$ cat config.mk
export PLATFORM = sky130hd
export DESIGN_NAME = fetcher
export DESIGN_NICKNAME = d
export VERILOG_FILES = /design/src/rtl/fetcher_pkg.sv /design/src/rtl/fetcher.sv
export SDC_FILE = /design/constraint.sdc
export NUM_CORES = 1
export LEC_CHECK = 0
export CORE_MARGIN = 3
export CORE_UTILIZATION = 35
export CTS_BUF_LIST = sky130_fd_sc_hd__clkbuf_4 sky130_fd_sc_hd__clkbuf_8
export CTS_CLUSTER_SIZE = 40
export DETAILED_ROUTE_END_ITERATION = 7
export MAX_ROUTING_LAYER = met4
export SETUP_SLACK_MARGIN = 0.5
export SYNTH_ARGS = -nofsm -noshare
export SYNTH_HDL_FRONTEND = slang
export SYNTH_SLANG_ARGS = --single-unit
$ cat constraint.sdc
create_clock -name clk_in -period 5.7 [get_ports clk_in]
set_input_delay 1.14 -clock clk_in [delete_from_list [all_inputs] [get_ports clk_in]]
set_output_delay 1.14 -clock clk_in [all_outputs]
set_load 0.01 [all_outputs]
$ cat src/rtl/fetcher_pkg.sv
// Shared fetch-unit configuration: FSM state encoding and default reset PC.
package fetcher_pkg;

    // Fetch FSM states, 2-bit encoding
    typedef enum logic [1:0] {
        ST_REQ  = 2'd0,   // driving a read request for pc
        ST_WAIT = 2'd1,   // request accepted, awaiting the response
        ST_HOLD = 2'd2    // instruction presented to the decoder
    } fetch_state_t;

    localparam logic [31:0] DEFAULT_RESET_PC = 32'h0000_0000;

endpackage

$ cat src/rtl/fetcher.sv
// Instruction fetcher: one outstanding word read at a time, presents each
// fetched word to the decoder, handles flush redirects and stale responses.
module fetcher
    import fetcher_pkg::*;
#(
    parameter logic [31:0] RESET_PC = DEFAULT_RESET_PC
) (
    input  logic        clk_in,
    input  logic        rst_in,
    input  logic        rdy_in,
    input  logic        rob_clear,
    input  logic [31:0] rob_clear_pc,
    output logic        mem_req_valid,
    output logic [31:0] mem_req_addr,
    input  logic        mem_req_ready,
    input  logic        mem_resp_valid,
    input  logic [31:0] mem_resp_data,
    output logic        inst_valid,
    output logic [31:0] inst_addr,
    output logic [31:0] inst_data,
    input  logic        f_ok,
    input  logic [31:0] f_next_pc
);

    fetch_state_t state;
    logic [31:0]  pc;
    logic         discard;    // one in-flight response belongs to a flushed request
    logic         resp_pend;  // response arrived while stalled, held in resp_buf
    logic [31:0]  resp_buf;

    logic         req_fire;
    logic         resp_now;

    // Request is a decode of the state register; it is suppressed while
    // reset is held, while stalled, and while a stale response is still owed.
    assign mem_req_valid = rst_in && rdy_in && (state == ST_REQ) && !discard;
    assign mem_req_addr  = (rst_in && state == ST_REQ) ? pc : 32'h0;
    assign req_fire      = mem_req_valid && mem_req_ready;
    assign resp_now      = mem_resp_valid || resp_pend;

    // Fetch FSM, PC, discard tracking and registered decoder outputs
    always_ff @(posedge clk_in or negedge rst_in) begin
        if (!rst_in) begin
            state      <= ST_REQ;
            pc         <= RESET_PC;
            discard    <= 1'b0;
            resp_pend  <= 1'b0;
            resp_buf   <= 32'h0;
            inst_valid <= 1'b0;
            inst_addr  <= 32'h0;
            inst_data  <= 32'h0;
        end else begin
            // The owed stale response retires whenever it shows up, even
            // while stalled; only a flushed request can be outstanding then.
            if (discard && mem_resp_valid)
                discard <= 1'b0;

            if (!rdy_in) begin
                // Frozen, but a live response must not be lost
                if (state == ST_WAIT && mem_resp_valid && !discard) begin
                    resp_pend <= 1'b1;
                    resp_buf  <= mem_resp_data;
                end
            end else begin
                case (state)
                    ST_REQ: begin
                        if (rob_clear) begin
                            pc <= rob_clear_pc;
                            // accepted request is now stale; its response gets dropped
                            if (req_fire)
                                discard <= 1'b1;
                        end else if (req_fire) begin
                            state <= ST_WAIT;
                        end
                    end
                    ST_WAIT: begin
                        if (rob_clear) begin
                            pc        <= rob_clear_pc;
                            state     <= ST_REQ;
                            resp_pend <= 1'b0;
                            // a response arriving now is simply dropped; otherwise owe one
                            if (!resp_now)
                                discard <= 1'b1;
                        end else if (resp_now) begin
                            inst_valid <= 1'b1;
                            inst_addr  <= pc;
                            inst_data  <= resp_pend ? resp_buf : mem_resp_data;
                            resp_pend  <= 1'b0;
                            state      <= ST_HOLD;
                        end
                    end
                    ST_HOLD: begin
                        // dropping inst_valid on every exit gives the mandatory
                        // gap, so a branch-to-self is seen as a new instruction
                        if (rob_clear) begin
                            pc         <= rob_clear_pc;
                            inst_valid <= 1'b0;
                            state      <= ST_REQ;
                        end else if (f_ok) begin
                            pc         <= f_next_pc;
                            inst_valid <= 1'b0;
                            state      <= ST_REQ;
                        end
                    end
                    default: begin
                        inst_valid <= 1'b0;
                        state      <= ST_REQ;
                    end
                endcase
            end
        end
    end

endmodule

Yosys cells after proc, flatten, opt, wreduce, memory -nomap -nowiden
Cells that the tools add are included.
{"block": "word_totals", "out_inout_bits": 98, "reg_bits": 133, "input_bits": 103, "wordCells": 72}
{"block": "op_classes", "n_eq_ne": 11, "reduce_logical": 20, "n_mux": 30, "bitwise_logic": 3}
{"op": "32-bit 2-to-1 mux", "count": 5}
{"op": "32-bit case mux with 2 select lines", "count": 1}
{"op": "1-bit 2-to-1 mux", "count": 15}
{"op": "2-bit 2-to-1 mux", "count": 6}
{"op": "5-bit AND reduction", "count": 2}
{"op": "1-bit logical AND", "count": 8}
{"op": "2-bit != test (second input constant)", "count": 4}
{"op": "4-bit AND reduction", "count": 2}
{"op": "3-bit != test (second input constant)", "count": 2}
{"op": "2-bit case mux with 3 select lines", "count": 1}
{"op": "2-bit by 1-bit != test with 1-bit output (second input constant)", "count": 2}
{"op": "2-bit nonzero test", "count": 2}
{"op": "3-bit by 1-bit != test with 1-bit output (second input constant)", "count": 1}
{"op": "1-bit inverter", "count": 3}
{"op": "1-bit case mux with 3 select lines", "count": 1}
{"op": "3-bit AND reduction", "count": 1}
{"op": "2-bit by 1-bit equality test with 1-bit output (second input constant)", "count": 1}
{"op": "2-bit equality test (second input constant)", "count": 1}
{"op": "2-bit logical NOT", "count": 1}
{"op": "1-bit case mux with 2 select lines", "count": 1}
{"op": "2-bit AND reduction", "count": 1}
{"op": "2-bit OR reduction", "count": 1}
{"op": "1-bit logical NOT", "count": 1}
{"op": "1-bit logical OR", "count": 1}

Longest topological paths before layout
Gate-level depths: netlist (run 1).
{"block": "depth", "word_depth": 8, "ltp_mapped": 6, "depth_no_buf": 3}

Least setup slack after synthesis (run 1)
No wires, ideal clock.
{"block": "synth_path", "path_type": "in2out", "from": "in rst_in", "to": "out mem_req_valid", "path_stages": 3, "t_arrival_ns": 1.966, "required_ns": 4.560, "path_slack_ns": 2.594, "cell_sequence": "nor3b_1 > clkbuf_1 > and2_1"}
{"block": "synth_via", "elab_chain_len": 3}
{"element": "from (decl)", "line_no": "fetcher.sv:9", "source": "input logic rst_in,"}
{"element": "1-bit logical AND (3 in a row)", "line_no": "fetcher.sv:36", "source": "assign mem_req_valid = rst_in && rdy_in && (state == ST_REQ) && !discard;"}
{"element": "to (decl)", "line_no": "fetcher.sv:13", "source": "output logic mem_req_valid,"}
Every way passes these cells.

Final worst setup path (run 1)
{"block": "layout_path", "from": "in rst_in", "to": "out mem_req_addr[28]"}
{"block": "layout_via", "elab_chain_len": 2}
{"element": "1-bit logical AND", "line_no": "fetcher.sv:37", "source": "assign mem_req_addr = (rst_in && state == ST_REQ) ? pc : 32'h0;"}
{"element": "32-bit 2-to-1 mux", "line_no": "fetcher.sv:37"}
{"element": "to (decl)", "line_no": "fetcher.sv:14", "source": "output logic [31:0] mem_req_addr,"}
Every way passes these cells.

==> results of run 1 <==
-- state kept, by name, summed over array words and instances (netlist names) --
register / count
discard: 1
inst_addr: 32
inst_data: 32
inst_valid: 1
pc: 32
resp_buf: 32
resp_pend: 1
state: 2
-- final cells by class --
| cell class | count | area share [%] |
|---|---|---|
| clock buffers | 25 | 3.59 |
| clock inverters | 5 | 0.574 |
| inverters | 2 | 0.0861 |
| multi-input cells | 246 | 30.6 |
| flip-flops and latches | 133 | 38.2 |
| well taps | 220 | 3.16 |
| repair buffers | 209 | 23.8 |
-- stage by stage --
stage	worst slack [ns]	cells
finish	1.65	840
global route	1.47	840
CTS	1.60	840
detailed placement	1.62	810
global placement	1.66	810
floorplan	2.59	405
-- synthesized netlist by cell type (all sizes together) --
cell	instances	area (um^2)
mux2	192	2300
dfrtp	133	3330
and2	33	206
buf	17	113
clkbuf	7	26.3
nand2	5	18.8
inv	2	7.51
nor3b	2	15.0
o21ai	2	10.0
a211oi	1	7.51
a21o	1	7.51
a21oi	1	5.00
a32oi	1	8.76
and2b	1	7.51
and4	1	8.76
nor2	1	3.75
nor2b	1	6.26
nor4b	1	8.76
o22ai	1	6.26
o2bb2ai	1	8.76
or4b	1	10.0
-- worst max-delay path: stages --
cell and delay, ns:
buf_6 0.43, nor3b_2 0.30, buf_4 0.26, and2_1 0.17, clkdlybuf4s50_1 0.54
-- cells by family after synthesis --
family / Yosys count / share of synthesized area (%)
flip-flops: 133 / 54.4
buffers and inverters: 26 / 2.39
AO/OA/AOI/OAI: 8 / 0.879
multiplexers: 192 / 37.7
AND/OR/NAND/NOR: 46 / 4.66
-- worst max-delay path by stage --
stage / start / to / slack, ns / cells after the start
5_1_grt: rst_in / mem_req_addr[29] / 1.47 / 5
6_report: rst_in / mem_req_addr[28] / 1.65 / 5
2_1_floorplan: rst_in / mem_req_valid / 2.59 / 3
4_1_cts: rst_in / mem_req_addr[28] / 1.60 / 5
3_5_place_dp: rst_in / mem_req_addr[31] / 1.62 / 5
3_3_place_gp: rst_in / mem_req_addr[31] / 1.66 / 5
-- metal layers --
metal	share of wire (%)	vias to the layer above	global-route usage, %
li1	-	1844	-
met1	47	1968	21.2
met2	45	152	25.1
met3	7.4	9	6.35
met4	0.81	0	4.47
met5	0	-	-
-- report_power, final --
part           leakage, nW  internal, W  switching, W
sequential            1.65      0.00132      0.000217
clock                0.197     0.000396      0.000328
combinational         1.94     0.000977      0.000500
==> impl_metrics.csv, run 1 <==
group,metric,value,unit
die,die_h,138,um
clocking,insertion_delay,0.42,ns
worst_setup_path,critPathArrivalTime,2.91,ns
final_layout,final-seq-area,3330,um^2
final_layout,syn_to_final_growth,42.4,%
clocking,numCtsBuffers,17,
sta,rsz0062_at_grt,"false",
clocking,cts.path.max_buffers,2,
worst_setup_path,r2r_end,"inst_addr[22]",
die,initial_core_util,36.4,%
synth,ys_types,24,
clocking,cts.clk_slew.worst_paths,0.06,ns
worst_setup_path,regToRegSetupSlack,3.15,ns
final_layout,n_antenna_cell,0,
worst_setup_path,cp.required,4.56,ns
worst_hold_path,hold_end,"resp_buf[15]",
die,dieArea,19100,um^2
sta,fin_hold_ws,0.502,ns
final_layout,drive_above_1_share,38.1,%
worst_setup_path,startpoint_type,"input port",
worst_hold_path,hp-class,"flip-flop to flip-flop",
synth,synth_seq_area_share,54.4,%
die,rows,47,
final_layout,multi_input_area,2670,um^2
routing,wl,14900,um
placement,port_buffers,200,
clocking,hold_buffers,0,
worst_setup_path,reg2reg_depth,4,
pwr,irDropWorstVdd,0.152,mV
pwr,p_leak,3.79,nW
clocking,cts_resized,0,
global_route,grt_pass1_wl,24600,um
flow_run,cap_violations,0,
final_layout,fin_area,8710,um^2
clocking,tritoncts,"yes",
sta,finClkSkew,0.0103,ns
synth,syn_nets,508,
sta,tightest_slew,0.870,ns
final_layout,final_nets,712,
worst_setup_path,path_max_fanout,66,
sta,setup_viol,0,
final_layout,post-route-util,51.8,%
clocking,cts-root-buf,"clkbuf_8",
sta,finalHoldViolations,0,
pwr,total_power,0.00374,W
synth,synth_cells,405,
worst_hold_path,min-delay-start,"resp_buf[15]",
global_route,grt_pass1_vias,4524,
sta,finalMaxSlewViolations,0,
synth,synth-seq-cells,133,
global_route,grt_start_max_net_pins,70,
synth,syn_area,6120,um^2
synth,synth.avg_cell_area,15.1,um^2
clocking,htree_num_levels,4,
sta,period_minus_slack,4.05,ns
worst_setup_path,end_kind,"output port",
status,status,"finished clean",
pwr,p_per_area,429,nW/um^2
global_route,grt.overflow.total,0,
routing,vias,3973,
global_route,antenna_found_initial,0,
worst_setup_path,worstSetupPathType,"input port to output port",
final_layout,layout_commonest_cell,"clkdlybuf4s50_1",
sta,min_period_over_period,71.1,%
placement,postPlaceCellArea,8350,um^2
synth,yosys_warnings,0,
die,core_area,16800,um^2
placement,dp_hpwl,10300,um
clocking,cts_setup_buffers,0,
routing,drt-vias-per-instance,4.73,
global_route,grt_usage,16.7,%
worst_setup_path,regToRegStartpoint,"state[1]",
die,num_io_pins,201,
routing,dr.pass1.iters,4,
final_layout,n_fill_cell,1471,
routing,post_drt_wl_per_cell,17.7,um
sta,fin_tns_setup,0,ns
clocking,cts_sinks,133,
routing,drtIter0Drc,113,
final_layout,final_cell_mix,"clkdlybuf4s50_1 (199), mux2_2 (154), dfrtp_1 (133)",
sta,clock.fmax,247,MHz
die,die_x,138,um
sta,maxSlewHeadroom,42.0,%
worst_hold_path,hold_path_depth,1,
placement,gp_congestion,0.747,
routing,drcViolationCount,0,
routing,ant_nets,0,
Power figures use the tool's default switching activity.
==> run 2: changes to the inputs <==
==> constraint.sdc (replaced) <==
create_clock -name clk_in -period 3.82 [get_ports clk_in]
set_input_delay 0.764 -clock clk_in [delete_from_list [all_inputs] [get_ports clk_in]]
set_output_delay 0.764 -clock clk_in [all_outputs]
set_load 0.01 [all_outputs]
==> impl_metrics.csv, run 2 (synthesis results as in run 1) <==
group,metric,value,unit
clocking,cts_resized,0,
final_layout,final-seq-area,3330,um^2
routing,wl,14700,um
final_layout,n_fill_cell,1444,
sta,min_period_over_period,78.4,%
clocking,insertion_delay,0.43,ns
worst_setup_path,end_kind,"output port",
placement,dp_hpwl,10100,um
sta,maxSlewHeadroom,21.0,%
die,core_area,16800,um^2
global_route,grt.overflow.total,0,
worst_setup_path,cp.required,3.06,ns
routing,vias,3919,
final_layout,final_nets,710,
sta,finalMaxSlewViolations,0,
routing,drtIter0Drc,147,
die,rows,47,
placement,gp_congestion,0.735,
routing,dr.pass1.iters,4,
placement,port_buffers,200,
pwr,p_leak,3.80,nW
final_layout,syn_to_final_growth,43.4,%
sta,setup_viol,0,
worst_setup_path,regToRegStartpoint,"state[1]",
global_route,antenna_found_initial,0,
pwr,irDropWorstVdd,0.228,mV
global_route,grt_pass1_wl,23700,um
global_route,grt_start_max_net_pins,81,
clocking,cts-root-buf,"clkbuf_8",
flow_run,cap_violations,0,
final_layout,n_antenna_cell,0,
sta,fin_hold_ws,0.454,ns
worst_setup_path,r2r_end,"inst_data[10]",
die,dieArea,19100,um^2
clocking,hold_buffers,0,
worst_setup_path,startpoint_type,"flip-flop",
worst_setup_path,cp_slowest_stage_delay,0.58,ns
global_route,grt_usage,16.3,%
final_layout,final_cell_mix,"clkdlybuf4s50_1 (199), mux2_2 (154), dfrtp_1 (133)",
worst_setup_path,worstSetupPathType,"flip-flop to output port",
clocking,cts_sinks,133,
sta,fin_tns_setup,0,ns
pwr,p_per_area,649,nW/um^2
sta,period_minus_slack,3.00,ns
clocking,cts_setup_buffers,0,
worst_setup_path,reg2reg_depth,3,
sta,tightest_slew,1.19,ns
die,die_x,138,um
worst_setup_path,crit_family,"buffers and inverters",
die,die_h,138,um
die,initial_core_util,36.4,%
worst_hold_path,hp-class,"input port to asynchronous set/reset pin",
sta,rsz0062_at_grt,"false",
worst_setup_path,critPathArrivalTime,2.23,ns
clocking,cts.clk_slew.worst_paths,0.07,ns
clocking,numCtsBuffers,17,
clocking,tritoncts,"yes",
worst_setup_path,worstPathCellList,"nor3b_2, buf_4, and2_1, clkdlybuf4s50_1",
final_layout,multi_input_area,2670,um^2
worst_setup_path,regToRegSetupSlack,1.45,ns
sta,clock.fmax,334,MHz
die,num_io_pins,201,
routing,drcViolationCount,0,
status,status,"finished clean",
sta,finalHoldViolations,0,
worst_setup_path,path_max_fanout,34,
clocking,cts.path.max_buffers,2,
routing,drt-vias-per-instance,4.68,
worst_setup_path,slowest_stage,"clkdlybuf4s50_1",
sta,finClkSkew,0.00671,ns
final_layout,drive_above_1_share,37.8,%
final_layout,layout_commonest_cell,"clkdlybuf4s50_1",
worst_setup_path,critical_path_buf_inv_count,2,
worst_setup_path,crit_cells,4,
routing,post_drt_wl_per_cell,17.6,um
clocking,htree_num_levels,4,
routing,ant_nets,0,
global_route,grt_pass1_vias,4298,
[run 2: cell types whose count changed in the layout (fill, tap and decap cells not counted), sizes merged]
cell    delta
buf        -2
bufinv     +1
clkbuf     +1
clkinv     -3
[run 2: worst max path at each step]
| stage | start | end |
|---|---|---|
| after floorplan | rst_in | mem_req_valid |
| after global placement | rdy_in | inst_data[16] |
| after detailed placement | rdy_in | inst_addr[12] |
| after CTS | state[1] | mem_req_valid |
| after global routing | state[1] | mem_req_valid |
| final | state[0] | mem_req_valid |
[run 2: report_power, final]
part	leakage, nW	internal [W]	switching [W]
clock network	0.214	0.000706	0.000493
registers	1.65	0.00197	0.000313
logic	1.94	0.00146	0.000746
total	3.80	0.00414	0.00155
[run 2: metrics by stage]
stage / power, W / utilization (%) / setup slack, ns / instances / area, um^2
after global placement: 0.00449 / 49.7 / 0.753 / 808 / 8360
after floorplan: 0.00338 / - / 1.47 / 405 / 6120
after global routing: 0.00603 / 52.2 / 0.654 / 837 / 8770
after CTS: 0.00578 / 52.2 / 0.741 / 837 / 8770
final: 0.00569 / 52.2 / 0.824 / 837 / 8770
after detailed placement: 0.00455 / 49.7 / 0.710 / 808 / 8360
[run 2: layout make-up]
| cell class | instances | share of cell area [%] |
|---|---|---|
| multi-input cells | 246 | 30.4 |
| inverters | 2 | 0.0856 |
| flip-flops and latches | 133 | 37.9 |
| clock buffers | 26 | 3.94 |
| repair buffers | 207 | 23.7 |
| clock inverters | 3 | 0.742 |
| well taps | 220 | 3.14 |
[run 2: routing by layer]
| metal | global-route usage (%) | vias to the layer above | share of wire (%) |
|---|---|---|---|
| li1 | - | 1842 | - |
| met1 | 21.3 | 1910 | 46 |
| met2 | 22.8 | 153 | 44 |
| met3 | 7.04 | 14 | 8.8 |
| met4 | 4.99 | 0 | 1.1 |
| met5 | - | - | 0 |
[run 2: worst reg2reg max path, stage by stage, from the launching register on]
cell and delay [ns]:
dfrtp_1 0.50, and2b_1 0.26, or4b_4 1.00, mux2_2 0.49
